==> config.mk <==
export PLATFORM = sky130hd
export DESIGN_NAME = alu_mul_sequencer
export DESIGN_NICKNAME = d
export VERILOG_FILES = /design/src/rtl/alu_mul_sequencer.sv
export SDC_FILE = /design/constraint.sdc
export NUM_CORES = 1
export LEC_CHECK = 0
export CAP_MARGIN = 15
export CORE_UTILIZATION = 35
export DETAILED_ROUTE_END_ITERATION = 8
export PLACE_DENSITY = 0.67
export SYNTH_ARGS = -nofsm -noshare
export SYNTH_HDL_FRONTEND = slang
export SYNTH_SLANG_ARGS = --single-unit
==> constraint.sdc <==
create_clock -name clk -period 5.9 [get_ports clk]
set_input_delay 1.77 -clock clk [delete_from_list [all_inputs] [get_ports clk]]
set_output_delay 1.77 -clock clk [all_outputs]
set_load 0.05 [all_outputs]
==> src/rtl/alu_mul_sequencer.sv <==
// Shift-add multiplier that borrows the core's single ALU for its additions.
// In IDLE/DONE the core drives the ALU directly; in RUN the sequencer owns the
// ALU (acc + mcand, add) and stalls the core. Produces the low WIDTH bits of
// A*B, valid for both signed and unsigned multiplication.
module alu_mul_sequencer #(
  parameter int WIDTH      = 32,
  parameter bit EARLY_EXIT = 1'b1
) (
  input  logic             clk,
  input  logic             rst_n,
  input  logic             start_i,
  input  logic [WIDTH-1:0] op_a_i,
  input  logic [WIDTH-1:0] op_b_i,
  output logic             busy_o,
  output logic             done_o,
  output logic [WIDTH-1:0] result_o,
  output logic             core_stall_o,
  input  logic [WIDTH-1:0] core_a_i,
  input  logic [WIDTH-1:0] core_b_i,
  input  logic [2:0]       core_ctrl_i,
  output logic [WIDTH-1:0] alu_a_o,
  output logic [WIDTH-1:0] alu_b_o,
  output logic [2:0]       alu_ctrl_o,
  input  logic [WIDTH-1:0] alu_out_i
);

  localparam int CNT_W = (WIDTH > 1) ? $clog2(WIDTH) : 1;
  localparam logic [2:0] ALU_ADD = 3'b000;

  typedef enum logic [1:0] {
    S_IDLE = 2'd0,
    S_RUN  = 2'd1,
    S_DONE = 2'd2
  } state_t;

  state_t             state_q;
  logic [WIDTH-1:0]   acc_q;
  logic [WIDTH-1:0]   mcand_q;
  logic [WIDTH-1:0]   mplier_q;
  logic [CNT_W-1:0]   cnt_q;
  logic [WIDTH-1:0]   result_q;

  logic [WIDTH-1:0]   acc_d;
  logic [WIDTH-1:0]   mcand_d;
  logic [WIDTH-1:0]   mplier_d;
  logic               last_iter;

  // Next-state datapath for one RUN iteration; the ALU supplies acc + mcand.
  always_comb begin
    acc_d     = mplier_q[0] ? alu_out_i : acc_q;
    mcand_d   = mcand_q << 1;
    mplier_d  = mplier_q >> 1;
    last_iter = (cnt_q == CNT_W'(WIDTH - 1)) || (EARLY_EXIT && (mplier_d == '0));
  end

  // Sequencer FSM and datapath registers; result only changes on completion.
  always_ff @(posedge clk or negedge rst_n) begin
    if (!rst_n) begin
      state_q  <= S_IDLE;
      acc_q    <= '0;
      mcand_q  <= '0;
      mplier_q <= '0;
      cnt_q    <= '0;
      result_q <= '0;
    end else begin
      case (state_q)
        S_IDLE, S_DONE: begin
          if (start_i) begin
            acc_q    <= '0;
            mcand_q  <= op_a_i;
            mplier_q <= op_b_i;
            cnt_q    <= '0;
            state_q  <= S_RUN;
          end else begin
            state_q  <= S_IDLE;
          end
        end
        S_RUN: begin
          acc_q    <= acc_d;
          mcand_q  <= mcand_d;
          mplier_q <= mplier_d;
          cnt_q    <= cnt_q + 1'b1;
          if (last_iter) begin
            result_q <= acc_d;
            state_q  <= S_DONE;
          end
        end
        default: state_q <= S_IDLE;
      endcase
    end
  end

  // Status outputs are pure decodes of the registered state.
  always_comb begin
    busy_o       = (state_q == S_RUN);
    done_o       = (state_q == S_DONE);
    core_stall_o = (state_q == S_RUN);
    result_o     = result_q;
  end

  // ALU ownership mux: sequencer in RUN, core otherwise.
  always_comb begin
    if (state_q == S_RUN) begin
      alu_a_o    = acc_q;
      alu_b_o    = mcand_q;
      alu_ctrl_o = ALU_ADD;
    end else begin
      alu_a_o    = core_a_i;
      alu_b_o    = core_b_i;
      alu_ctrl_o = core_ctrl_i;
    end
  end

endmodule

==> flow_summary.yaml <==
power_and_ir_drop:
  power_mw: 7.28
  irDropWorstVdd_mv: 0.330
  powerDensity_mw_per_mm2: 722
  p_leak_nw: 4.81
floorplan:
  row_count: 49
  io_pins: 268
  dieWidth_um: 139
  initial_core_util: 0.362
  core_region_area_mm2: 0.0182
  dieHeight_um: 139
  dieArea_mm2: 0.0194
layout:
  final_cells: 1196
  final_area_mm2: 0.0101
  finalNetCount: 1122
  final_util: 0.554
  diodes: 0
  final_layout_size_suffix_gt1_frac: 0.109
  area_delta_synth_final_pct: 53.1
yosys:
  synth.area.top_cells: "dfrtp_1, nand2_1, a22oi_1, mux2_4, mux2_2"
  synthesis.area_mm2: 0.00660
  syn-instance-count: 706
  ys_seq_elements: 135
  avgSynthCellArea_um2: 9.34
  ys_seq_area_frac: 0.512
  ys_types: 28
  syn-num-nets: 874
  synth_top_area_share: 0.512
  synth_top_area_cell: "dfrtp_1"
  yosysWarnings: 0
grt:
  grt_usage: 0.197
  grt_pass1_wl_um: 30500
  antenna_found_initial: 0
  grt_max_degree: 101
  grt_overflow: 0
  grt_pass1_vias: 5856
route:
  drt-wirelength-per-cell_um: 15.5
  route.detailed.drc: 0
  dr.max_layer_used: "met4"
  wl_met2_um: 8380
  vias: 5879
  drt_first_pass_iters: 4
  m1WireLength_um: 8670
  totalWireLength_um: 18500
  ant_nets: 0
  viasPerCell: 4.92
  drt_iter0_markers: 243
  wl_met3_um: 1260
clock_network:
  cts_resized: 0
  clkLatencyLatePin_ns: 0.41
  cts_tree: "done"
  cts_root_buf: "clkbuf_16"
  clockBufferDepth: 2
  cts_hold_buf: 0
  cts_buffers: 17
  cts_sinks: 135
  cts.htree.levels: 4
  cts_setup_buffers: 0
  clk_pin_slew_ns: 0.05
place:
  port_buffers: 267
  pre_cts_ws_ns: 0.925
  dp_hpwl_um: 12400
  placed_cell_area_mm2: 0.00946
  dp.cells: 1164
  gp_congestion: 0.756
worst_setup_path:
  crit_arrival_ns: 3.20
  required_ns: 4.13
  worst_setup_path_end_kind: "output pin"
  crit_fanout: 1
  worstPathCellList: "clkdlybuf4s50_1 > nand2_1 > nand2_1 > clkdlybuf4s50_1"
  critical-path-max-stage-delay_ns: 0.79
  start_kind: "primary input"
  crit_type: "in2out"
  slowest_stage: "clkdlybuf4s50_1"
sta:
  fin_ws_ns: 0.932
  finalMaxSlewViolations: 0
  max_slew.worst_pin.slew_ns: 1.11
  slew_headroom: 0.261
  min_period_ns: 4.97
  skew_ns: 0.00616
  rsz0062_at_grt: "false"
  hold_viol_final: 0
  fin_crit_sh: 0.842
  whs_ns: 0.472
  max_freq_ghz: 0.201
  fin_setup_tns_ns: 0
  setup_viol: 0
flow_run:
  maxCapViolCount: 0
min_path:
  hp-class: "reg2reg"
run_status:
  status: "completed"
==> cell type report <==
class	instances	area [um^2]
fill	1708	8110
sequential	135	3380
multi-input combinational	515	3000
timing repair buffer	279	2760
clock buffer	22	474
tap	229	287
clock inverter	10	166
inverter	6	25.0
==> sequential cells by signal (all words and copies together) (netlist names) <==
register	cells
mplier_q	32
cnt_q	5
result_o	32
acc_q	32
state_q	2
mcand_q	32
==> cells in the final DEF (no fill, tap or decap), types with 2 or more instances in the layout <==
cell             instances
a22o_1                  32
a22oi_1                 62
and2_1                   3
buf_4                   12
bufinv_16                4
clkbuf_1                 2
clkbuf_16               17
clkbuf_8                 3
clkdlybuf4s50_1        266
clkinv_4                 2
clkinvlp_4               2
dfrtp_1                135
ha_1                     2
inv_1                    5
mux2_2                  31
mux2_4                  25
mux2i_1                  8
nand2_1                322
nand4_1                  3
nor4_1                   7
o21ai_0                  8
==> critical path: cells and delay by family <==
kind | cells | cell delay [ns]
simple gates | 2 | 0.18
buf+inv | 2 | 1.25
==> layer usage <==
metal,up-vias,track usage
li1,2885,-
met1,2766,0.273
met2,205,0.306
met3,23,0.0526
met4,0,0.0497
met5,-,0
==> cells in the mapped netlist <==
library cell / n
a22o_1: 32
a22oi_1: 62
and2_1: 3
and3_1: 1
buf_1: 3
buf_2: 4
buf_4: 1
buf_6: 3
clkbuf_1: 39
dfrtp_1: 135
ha_1: 2
inv_1: 5
inv_2: 1
mux2_2: 31
mux2_4: 25
mux2i_1: 8
nand2_1: 322
nand2b_1: 2
nand3_1: 1
nand4_1: 3
nor2_1: 2
nor2_2: 1
nor2b_1: 2
nor3_1: 1
nor4_1: 7
o21ai_0: 8
o21ai_2: 1
o31ai_1: 1
==> where the power goes <==
part           total (mW)  switching [mW]  internal (mW)
Sequential           1.70           0.320           1.38
Combinational        4.44            2.83           1.60
Clock                1.14           0.398          0.744
Total                7.28            3.55           3.73
==> kinds of logic (layout without fill, tap and decap cells) <==
group                    after synthesis  in the layout  synth area share
AND/OR/NAND/NOR                      345            345             0.204
adder cells (fa/ha/maj)                2              2           0.00379
multiplexers                          64             64             0.122
buffers and inverters                 56            317            0.0366
flip-flops                           135            135             0.512
AO/OA/AOI/OAI                        104            104             0.122
==> path summary, 6_finish.rpt <==
check	end	slack [ns]	start	depth (start not counted)
worst max-delay path	alu_a_o[17]	0.93	core_a_i[17]	4
worst min-delay path	mcand_q[31]	0.47	mcand_q[31]	2
worst max register to register	cnt_q[2]	3.43	state_q[0]	7
worst min register to register	mcand_q[31]	0.47	mcand_q[31]	2
max in group asynchronous	acc_q[18]	3.48	rst_n	2
min in group asynchronous	acc_q[20]	1.36	rst_n	1
No activity file was read; power rests on OpenSTA's default activity.
